## src/rtl/alu_op_encoder.sv

```systemverilog
// rtl/alu_op_encoder.sv - RV32I opcode/funct3/funct7 to 4-bit ALU Operation encoder stage
//
// Purpose:
//   Decodes an RV32I instruction's opcode/funct3/funct7 into the ALU Operation
//   code and presents it through a registered, elastic stage. There is a
//   valid/ready handshake on both sides and a 2-entry buffer (output register
//   plus skid register). A saturating counter records accepted illegal ops.
//
// Ports:
//   clk           in   clock, all state on rising edge
//   reset         in   asynchronous, active-high reset
//   in_valid      in   upstream presents an instruction
//   in_ready      out  stage can accept this cycle (state != FULL)
//   in_opcode     in   instr[6:0]
//   in_funct3     in   instr[14:12]
//   in_funct7     in   instr[31:25]
//   in_tag        in   sideband tag, passed through unchanged
//   out_valid     out  out_operation/out_illegal/out_tag valid
//   out_ready     in   execute consumes this cycle
//   out_operation out  ALU Operation code
//   out_illegal   out  instruction not encodable (code 1111)
//   out_tag       out  tag of the presented op
//   illegal_count out  accepted illegal ops, saturating at all-ones

module alu_op_encoder #(
  parameter int OPCODE_LENGTH = 4,
  parameter int TAG_WIDTH     = 5,
  parameter int CNT_WIDTH     = 16
) (
  input  logic                     clk,
  input  logic                     reset,
  input  logic                     in_valid,
  output logic                     in_ready,
  input  logic [6:0]               in_opcode,
  input  logic [2:0]               in_funct3,
  input  logic [6:0]               in_funct7,
  input  logic [TAG_WIDTH-1:0]     in_tag,
  output logic                     out_valid,
  input  logic                     out_ready,
  output logic [OPCODE_LENGTH-1:0] out_operation,
  output logic                     out_illegal,
  output logic [TAG_WIDTH-1:0]     out_tag,
  output logic [CNT_WIDTH-1:0]     illegal_count
);

  localparam logic [OPCODE_LENGTH-1:0] OP_AND = OPCODE_LENGTH'(4'b0000);
  localparam logic [OPCODE_LENGTH-1:0] OP_OR  = OPCODE_LENGTH'(4'b0001);
  localparam logic [OPCODE_LENGTH-1:0] OP_ADD = OPCODE_LENGTH'(4'b0010);
  localparam logic [OPCODE_LENGTH-1:0] OP_XOR = OPCODE_LENGTH'(4'b0011);
  localparam logic [OPCODE_LENGTH-1:0] OP_SLL = OPCODE_LENGTH'(4'b0100);
  localparam logic [OPCODE_LENGTH-1:0] OP_SUB = OPCODE_LENGTH'(4'b0110);
  localparam logic [OPCODE_LENGTH-1:0] OP_SLT = OPCODE_LENGTH'(4'b0111);
  localparam logic [OPCODE_LENGTH-1:0] OP_EQ  = OPCODE_LENGTH'(4'b1000);
  localparam logic [OPCODE_LENGTH-1:0] OP_ILL = OPCODE_LENGTH'(4'b1111);

  localparam logic [6:0] OPC_R      = 7'b0110011;
  localparam logic [6:0] OPC_I      = 7'b0010011;
  localparam logic [6:0] OPC_LOAD   = 7'b0000011;
  localparam logic [6:0] OPC_STORE  = 7'b0100011;
  localparam logic [6:0] OPC_JALR   = 7'b1100111;
  localparam logic [6:0] OPC_BRANCH = 7'b1100011;

  localparam logic [6:0] F7_ZERO = 7'b0000000;
  localparam logic [6:0] F7_ALT  = 7'b0100000;

  typedef enum logic [1:0] {
    EMPTY = 2'd0,
    ONE   = 2'd1,
    FULL  = 2'd2
  } state_t;

  state_t state;
  state_t state_next;

  logic [OPCODE_LENGTH-1:0] dec_operation;
  logic                     dec_illegal;

  logic accept;
  logic pop;
  logic load_out_from_in;
  logic load_out_from_skid;
  logic load_skid;

  logic [OPCODE_LENGTH-1:0] skid_operation;
  logic                     skid_illegal;
  logic [TAG_WIDTH-1:0]     skid_tag;

  // Instruction decode, purely from the input bus.
  always_comb begin
    dec_operation = OP_ILL;
    case (in_opcode)
      OPC_R: begin
        case (in_funct3)
          3'b000: begin
            if (in_funct7 == F7_ZERO)     dec_operation = OP_ADD;
            else if (in_funct7 == F7_ALT) dec_operation = OP_SUB;
          end
          3'b001:  if (in_funct7 == F7_ZERO) dec_operation = OP_SLL;
          3'b010:  if (in_funct7 == F7_ZERO) dec_operation = OP_SLT;
          3'b100:  if (in_funct7 == F7_ZERO) dec_operation = OP_XOR;
          3'b110:  if (in_funct7 == F7_ZERO) dec_operation = OP_OR;
          3'b111:  if (in_funct7 == F7_ZERO) dec_operation = OP_AND;
          default: dec_operation = OP_ILL;
        endcase
      end
      OPC_I: begin
        case (in_funct3)
          3'b000:  dec_operation = OP_ADD;
          // Only the shift-immediate form constrains funct7 (the shamt field sits below it).
          3'b001:  if (in_funct7 == F7_ZERO) dec_operation = OP_SLL;
          3'b010:  dec_operation = OP_SLT;
          3'b100:  dec_operation = OP_XOR;
          3'b110:  dec_operation = OP_OR;
          3'b111:  dec_operation = OP_AND;
          default: dec_operation = OP_ILL;
        endcase
      end
      OPC_LOAD, OPC_STORE, OPC_JALR: dec_operation = OP_ADD;
      OPC_BRANCH: begin
        case (in_funct3)
          3'b000, 3'b001: dec_operation = OP_EQ;
          3'b100:         dec_operation = OP_SLT;
          default:        dec_operation = OP_ILL;
        endcase
      end
      default: dec_operation = OP_ILL;
    endcase
    dec_illegal = (dec_operation == OP_ILL);
  end

  // Both handshake outputs come only from the state register. This avoids
  // any combinational in->out path.
  assign in_ready  = (state != FULL);
  assign out_valid = (state != EMPTY);
  assign accept    = in_valid && in_ready;
  assign pop       = out_valid && out_ready;

  always_ff @(posedge clk or posedge reset) begin
    if (reset) state <= EMPTY;
    else       state <= state_next;
  end

  always_comb begin
    state_next         = state;
    load_out_from_in   = 1'b0;
    load_out_from_skid = 1'b0;
    load_skid          = 1'b0;
    case (state)
      EMPTY: begin
        if (accept) begin
          state_next       = ONE;
          load_out_from_in = 1'b1;
        end
      end
      ONE: begin
        if (accept && pop) begin
          load_out_from_in = 1'b1;
        end else if (accept) begin
          // The output entry is older, so the new op waits behind it in the skid.
          state_next = FULL;
          load_skid  = 1'b1;
        end else if (pop) begin
          state_next = EMPTY;
        end
      end
      FULL: begin
        if (pop) begin
          state_next         = ONE;
          load_out_from_skid = 1'b1;
        end
      end
      default: state_next = EMPTY;
    endcase
  end

  always_ff @(posedge clk or posedge reset) begin
    if (reset) begin
      out_operation <= '0;
      out_illegal   <= 1'b0;
      out_tag       <= '0;
    end else if (load_out_from_in) begin
      out_operation <= dec_operation;
      out_illegal   <= dec_illegal;
      out_tag       <= in_tag;
    end else if (load_out_from_skid) begin
      out_operation <= skid_operation;
      out_illegal   <= skid_illegal;
      out_tag       <= skid_tag;
    end
  end

  always_ff @(posedge clk or posedge reset) begin
    if (reset) begin
      skid_operation <= '0;
      skid_illegal   <= 1'b0;
      skid_tag       <= '0;
    end else if (load_skid) begin
      skid_operation <= dec_operation;
      skid_illegal   <= dec_illegal;
      skid_tag       <= in_tag;
    end
  end

  // The counter moves at accept time, so ops stalled in the buffer are already counted.
  always_ff @(posedge clk or posedge reset) begin
    if (reset) begin
      illegal_count <= '0;
    end else if (accept && dec_illegal && (illegal_count != {CNT_WIDTH{1'b1}})) begin
      illegal_count <= illegal_count + 1'b1;
    end
  end

endmodule

```

## config.mk

```make
export PLATFORM = sky130hd
export DESIGN_NAME = alu_op_encoder
export DESIGN_NICKNAME = d
export VERILOG_FILES = /design/src/rtl/alu_op_encoder.sv
export SDC_FILE = /design/constraint.sdc
export NUM_CORES = 1
export LEC_CHECK = 0
export CAP_MARGIN = 20
export CORE_UTILIZATION = 44
export CTS_CLUSTER_DIAMETER = 50
export DETAILED_ROUTE_END_ITERATION = 7
export PLACE_DENSITY = 0.81
export SKIP_LAST_GASP = 1
export SYNTH_ARGS = -nofsm -noshare
export SYNTH_HDL_FRONTEND = slang
export SYNTH_SLANG_ARGS = --single-unit
```

## constraint.sdc

```tcl
create_clock -name clk -period 1.78 [get_ports clk]
set_input_delay 0.178 -clock clk [delete_from_list [all_inputs] [get_ports clk]]
set_output_delay 0.178 -clock clk [all_outputs]
set_load 0.05 [all_outputs]
```

==> flow_metrics.env, run 1 <==
export IMPL_status="finished, final reports clean"
export IMPL_cts_root_buf="clkbuf_8"
export IMPL_peakVddDrop_uv=998.2
export IMPL_vias_per_cell=5.572
export IMPL_grt_pass1_wl_um=9784
export IMPL_cp_num_buf_inv=2
export IMPL_wire_per_inst_um=16.31
export IMPL_leakage_nw=1.510
export IMPL_start_kind="input port"
export IMPL_clk_pin_slew_worst_paths_ns=0.08
export IMPL_critPathKind="in2reg"
export IMPL_path_cells="buf_6, buf_4, nand3b_1, a211oi_4, nand4_1, o2111ai_4, nor4b_4, mux2_4"
export IMPL_drt_initial_drc_count=94
export IMPL_hp_class="in2async"
export IMPL_seqPwrFrac=0.355
export IMPL_yosys_area_top_type="dfrtp_1"
export IMPL_ys_ff_latch=38
export IMPL_place_gp_congestion=0.8525
export IMPL_synthCells=223
export IMPL_setup_violations=0
export IMPL_finalSetupTns_ns=0
export IMPL_antenna_found_initial=0
export IMPL_cap_violations=0
export IMPL_die_h_um=72.14
export IMPL_final_period_utilization=0.9815
export IMPL_grt_pass1_vias=2087
export IMPL_num_rows=25
export IMPL_crit_path_start="in_opcode[4]"
export IMPL_syn_to_final_growth_pct=58.38
export IMPL_comb_power_share=0.381
export IMPL_post_route_cells_drive_above_1_share=0.3364
export IMPL_syn_nets=250
export IMPL_max_freq_mhz=572.4
export IMPL_synthTopCellsByArea="dfrtp_1, xnor2_1, mux2_1"
export IMPL_first_pass_iters=4
export IMPL_synth_edf_count=0
export IMPL_worstMarginPinSlew_ns=0.5200
export IMPL_worstPathMaxFanout=5
export IMPL_place_area_um2=3114
export IMPL_swShare=0.3701
export IMPL_finalCriticalPeriod_ns=1.747
export IMPL_cts_htree_levels=2
export IMPL_grt_overflow_total=0
export IMPL_synth_area_um2=2165
export IMPL_drc=0
export IMPL_drv_slew=0
export IMPL_arrival_ns=1.93
export IMPL_cpMaxStageDelayCell="a211oi_4"
export IMPL_clock_sinks=38
export IMPL_crit_path_max_incr_delay_ns=0.33
export IMPL_synthFlopType="dfrtp_1"
export IMPL_required_ns=1.96
export IMPL_nets=347
export IMPL_synth_seq_area_share=0.4393
export IMPL_track_usage=0.2399
export IMPL_cts_tree="yes"
export IMPL_clockBufferDepth=2
export IMPL_clk_latency_ns=0.29
export IMPL_power_density_nw_per_um2=980.6
export IMPL_power_frac_clock=0.264
export IMPL_timing_rr_start="illegal_count[7]"
export IMPL_hold_viol_final=0
export IMPL_grt_max_degree=39
export IMPL_avgSynthCellArea_um2=9.707
export IMPL_cts_hold_buf=0
export IMPL_routed_wl_um=6327
export IMPL_cts_made_buffers=5
export IMPL_final_cell_mix="buf_4, clkdlybuf4s50_1, dfrtp_1, nand2_1, nor2_1"
export IMPL_vias=2162
export IMPL_switchingPower_mw=1.244
export IMPL_placement_io_buffers=53
export IMPL_core_area_um2=4723
export IMPL_n_antenna_cell=0
export IMPL_yosysUniqueCellTypes=48
export IMPL_endpoint_kind="register"
export IMPL_die_x_um=72.14
export IMPL_final_common_cell="buf_4"
export IMPL_ios=54
export IMPL_design_die_area_um2=5204
export IMPL_ys_warn_count=0
export IMPL_finalInstanceArea_um2=3428
export IMPL_slew_headroom=0.6528
export IMPL_place_hpwl_um=4136
export IMPL_synth_top_cell_area_share=0.4393
export IMPL_skew_ns=0.003417
export IMPL_path_delay_family="simple AND/OR/NAND/NOR gates"
export IMPL_start_util=0.4583
export IMPL_p_int_mw=2.118
export IMPL_ant_nets=0
export IMPL_async_reset_ff_frac=1.000
[worst paths after layout]
check,cells after the start,end,slack (ns)
hold reg to reg,1,illegal_count[8],0.49
setup / recovery,8,illegal_count[12],0.03
max in group asynchronous,3,illegal_count[7],1.11
min in group clk,4,skid_operation[1],0.42
hold / removal,3,out_tag[4],0.29
setup reg to reg,5,illegal_count[1],0.09
[synth_stat cells (2+ instances only)]
library cell  instances
and3b_1               2
dfrtp_1              38
a21o_1                2
nand3b_1              2
inv_1                 3
a21oi_1              16
nand4_1              10
o31ai_1               2
clkbuf_1              8
mux2_2                5
xnor2_1              13
nor2_1               20
nor3_1                6
nand3_1               6
a211oi_1              2
o21ai_0               7
nand2b_1              6
nand4b_1              3
nor4_2                2
mux2i_1               6
nand2_1              24
or2_2                 2
mux2_1                8
and3_1                6
[per-stage QoR]
step	setup WS (ns)	instances	utilization	total power [mW]	hold WS, ns
finish	0.03299	388	0.7258	3.362	0.2910
global route	-0.1229	388	0.7258	3.499	0.3493
CTS	-0.006154	385	0.7078	3.352	0.3088
detailed placement	-0.6974	374	0.6593	2.459	0.4749
global placement	-0.5594	374	0.6593	2.421	0.4673
floorplan	-0.1720	223	-	1.971	0.2411
[routing by layer]
layer | GRT usage | up-vias | wire [um]
li1 | - | 1002 | -
met1 | 0.2998 | 1050 | 2657
met2 | 0.4143 | 86 | 3158
met3 | 0.04167 | 24 | 276
met4 | 0.09150 | 0 | 234
met5 | 0 | - | 0
[flip-flops by register name, summed over array words and instances, names as in the netlist]
name / flops
out_tag: 5
out_illegal: 1
skid_tag: 5
illegal_count: 16
out_operation: 4
skid_operation: 4
skid_illegal: 1
state: 2
[worst reg2reg max path: cells and delay by family (launching register included)]
kind,cells,cell delay (ns)
flip-flops,1,0.39
AND/OR/NAND/NOR,4,0.87
multiplexers,1,0.32
[kinds of logic (layout without fill, tap and decap cells)]
group / Yosys count / count (layout) / synth area share
mux: 19 / 19 / 0.09538
flops: 38 / 38 / 0.4393
xor+xnor: 13 / 13 / 0.05260
fa+ha+maj: 1 / 1 / 0.005779
simple gates: 97 / 97 / 0.2497
buf+inv: 13 / 111 / 0.02775
compound gates: 42 / 42 / 0.1295
[timing repair]
action | CTS | global route
setup endpoints to repair | 21 | 21
gates resized for setup | 33 | 22
buffers inserted | 3 | 2
gates cloned | 0 | 1
pin swaps | 10 | 10
[power groups by stage]
stage          clock network [mW]  logic (mW)  registers, mW
2_1_floorplan                   0       0.386           1.58
3_3_place_gp                    0        1.22           1.20
3_5_place_dp                    0        1.25           1.21
4_1_cts                     0.900        1.26           1.19
5_1_grt                     0.934        1.35           1.21
6_report                    0.888        1.28           1.19
[area by class of cell]
| class | count | area [um^2] |
|---|---|---|
| repair buffers | 100 | 910.9 |
| well taps | 67 | 83.83 |
| inverters | 3 | 11.26 |
| clock inverters | 3 | 68.82 |
| fillers | 333 | 1295 |
| flip-flops and latches | 38 | 965.9 |
| multi-input cells | 172 | 1319 |
| clock buffers | 5 | 68.82 |
(Power assumes the default switching activity.)
==> run 2, diff against run 1 <==
--- a/config.mk
+++ b/config.mk
@@ -10,6 +10,7 @@
 export CTS_CLUSTER_DIAMETER = 50
 export DETAILED_ROUTE_END_ITERATION = 7
 export PLACE_DENSITY = 0.81
+export RECOVER_POWER = 100
 export SKIP_LAST_GASP = 1
 export SYNTH_ARGS = -nofsm -noshare
 export SYNTH_HDL_FRONTEND = slang
==> flow_metrics.env, run 2 (synthesis gave the netlist of run 1 again) <==
export IMPL_place_hpwl_um=4136
export IMPL_cts_made_buffers=5
export IMPL_seqCellArea_um2=965.9
export IMPL_setup_violations=0
export IMPL_vias_per_cell=5.546
export IMPL_final_common_cell="buf_4"
export IMPL_grt_max_degree=39
export IMPL_drv_slew=0
export IMPL_cap_violations=0
export IMPL_arrival_ns=1.90
export IMPL_start_util=0.4583
export IMPL_dp_cells=374
export IMPL_grt_pass1_wl_um=9784
export IMPL_worstMarginPinSlew_ns=0.9610
export IMPL_place_area_um2=3114
export IMPL_final_util=0.7144
export IMPL_core_area_um2=4723
export IMPL_slew_headroom=0.3594
export IMPL_power_mw=3.328
export IMPL_place_gp_congestion=0.8525
export IMPL_track_usage=0.2399
export IMPL_vias=2152
export IMPL_num_rows=25
export IMPL_power_density_nw_per_um2=986.3
export IMPL_clk_latency_ns=0.29
export IMPL_finalCriticalPeriod_ns=1.739
export IMPL_clock_sinks=38
export IMPL_nets=347
export IMPL_critPathKind="in2reg"
export IMPL_n_antenna_cell=0
export IMPL_fin_cells=388
export IMPL_leakage_nw=1.421
export IMPL_clk_pin_slew_worst_paths_ns=0.08
export IMPL_placement_io_buffers=53
export IMPL_clockBufferDepth=2
export IMPL_largest_reg_flops=16
export IMPL_final_cell_mix="buf_4, dfrtp_1, clkdlybuf4s50_1, nand2_1, nor2_1"
export IMPL_n_fill_cell=345
export IMPL_routed_wl_um=6251
export IMPL_regMostFlops="illegal_count"
export IMPL_hold_viol_final=0
export IMPL_worstPathMaxFanout=5
export IMPL_die_h_um=72.14
export IMPL_antenna_found_initial=0
export IMPL_endpoint_kind="register"
export IMPL_drc=0
export IMPL_max_freq_mhz=575.2
export IMPL_cts_htree_levels=2
export IMPL_multi_input_area_um2=1319
export IMPL_required_ns=1.94
export IMPL_design_die_area_um2=5204
export IMPL_top_regs="illegal_count: 16 flops, out_tag: 5 flops, skid_tag: 5 flops"
export IMPL_cts_tree="yes"
export IMPL_ios=54
export IMPL_final_period_utilization=0.9768
export IMPL_post_route_cells_drive_above_1_share=0.3178
export IMPL_status="finished, final reports clean"
export IMPL_peakVddDrop_uv=997.9
export IMPL_first_pass_iters=4
export IMPL_ant_nets=0
export IMPL_drt_initial_drc_count=100
export IMPL_skew_ns=0.004272
export IMPL_hp_class="in2reg"
export IMPL_start_kind="input port"
export IMPL_grt_pass1_vias=2087
export IMPL_wire_per_inst_um=16.11
export IMPL_syn_to_final_growth_pct=55.90
export IMPL_die_x_um=72.14
export IMPL_grt_overflow_total=0
export IMPL_finalInstanceArea_um2=3374
export IMPL_finalSetupTns_ns=0
export IMPL_cts_root_buf="clkbuf_8"
## run 2: changes by cell type in the layout (fill, tap and decap cells not counted), moves of 2 or more
cell and delta:
buf_4 -8, clkbuf_1 +9, clkbuf_2 +2, clkdlybuf4s50_1 -4
dlygate4sd3_1 +4, dlymetal6s2s_1 -3
## run 2: worst max-delay path, cell delays in order
cell             delay, ns
clkdlybuf4s50_1       0.44
nor3_2                0.18
nand2_2               0.12
buf_4                 0.18
a41o_1                0.23
a221oi_1              0.43
a21oi_1               0.13
## run 2: final cells by class
class,instances,area share
multi-input combinational,172,0.3908
sequential,38,0.2862
timing repair buffer,100,0.2540
tap,67,0.02484
clock buffer,5,0.02039
clock inverter,3,0.02039
inverter,3,0.003337
## run 2: worst paths after layout
| path | from | end | slack, ns | depth (start not counted) |
|---|---|---|---|---|
| max | in_funct7[5] | out_operation[0] | 0.04 | 7 |
| min | in_opcode[4] | skid_operation[1] | 0.41 | 4 |
| max reg2reg | illegal_count[7] | illegal_count[1] | 0.09 | 5 |
| min reg2reg | illegal_count[8] | illegal_count[8] | 0.49 | 1 |
| max in group asynchronous | reset | illegal_count[7] | 0.50 | 3 |
| min in group asynchronous | reset | skid_tag[4] | 0.61 | 3 |
## run 2: metrics by stage
| stage | hold slack, ns | setup slack (ns) |
|---|---|---|
| 3_5_place_dp | 0.4749 | -0.6974 |
| 6_report | 0.4134 | 0.04137 |
| 4_1_cts | 0.3088 | -0.006154 |
| 3_3_place_gp | 0.4673 | -0.5594 |
| 5_1_grt | 0.4255 | -0.1229 |
| 2_1_floorplan | 0.2411 | -0.1720 |
## run 2: metal layers
layer,up-vias,part of all wire,track usage
li1,1003,-,-
met1,1046,0.42,0.2998
met2,77,0.50,0.4143
met3,26,0.040,0.04167
met4,0,0.038,0.09150
met5,-,0,0
## run 2: report_power, final
group	switching, mW	leakage (nW)	internal [mW]
logic	0.772	0.919	0.480
registers	0.142	0.433	1.05
clock network	0.324	0.0683	0.562
## run 2: timing repair
| action | 4_1_cts | 5_1_grt |
|---|---|---|
| pin swaps | 10 | 10 |
| buffers inserted | 3 | 2 |
| cloned | 0 | 1 |
| resized for setup | 33 | 22 |
| hold buffers | 0 | 0 |
| setup endpoints to repair | 21 | 21 |
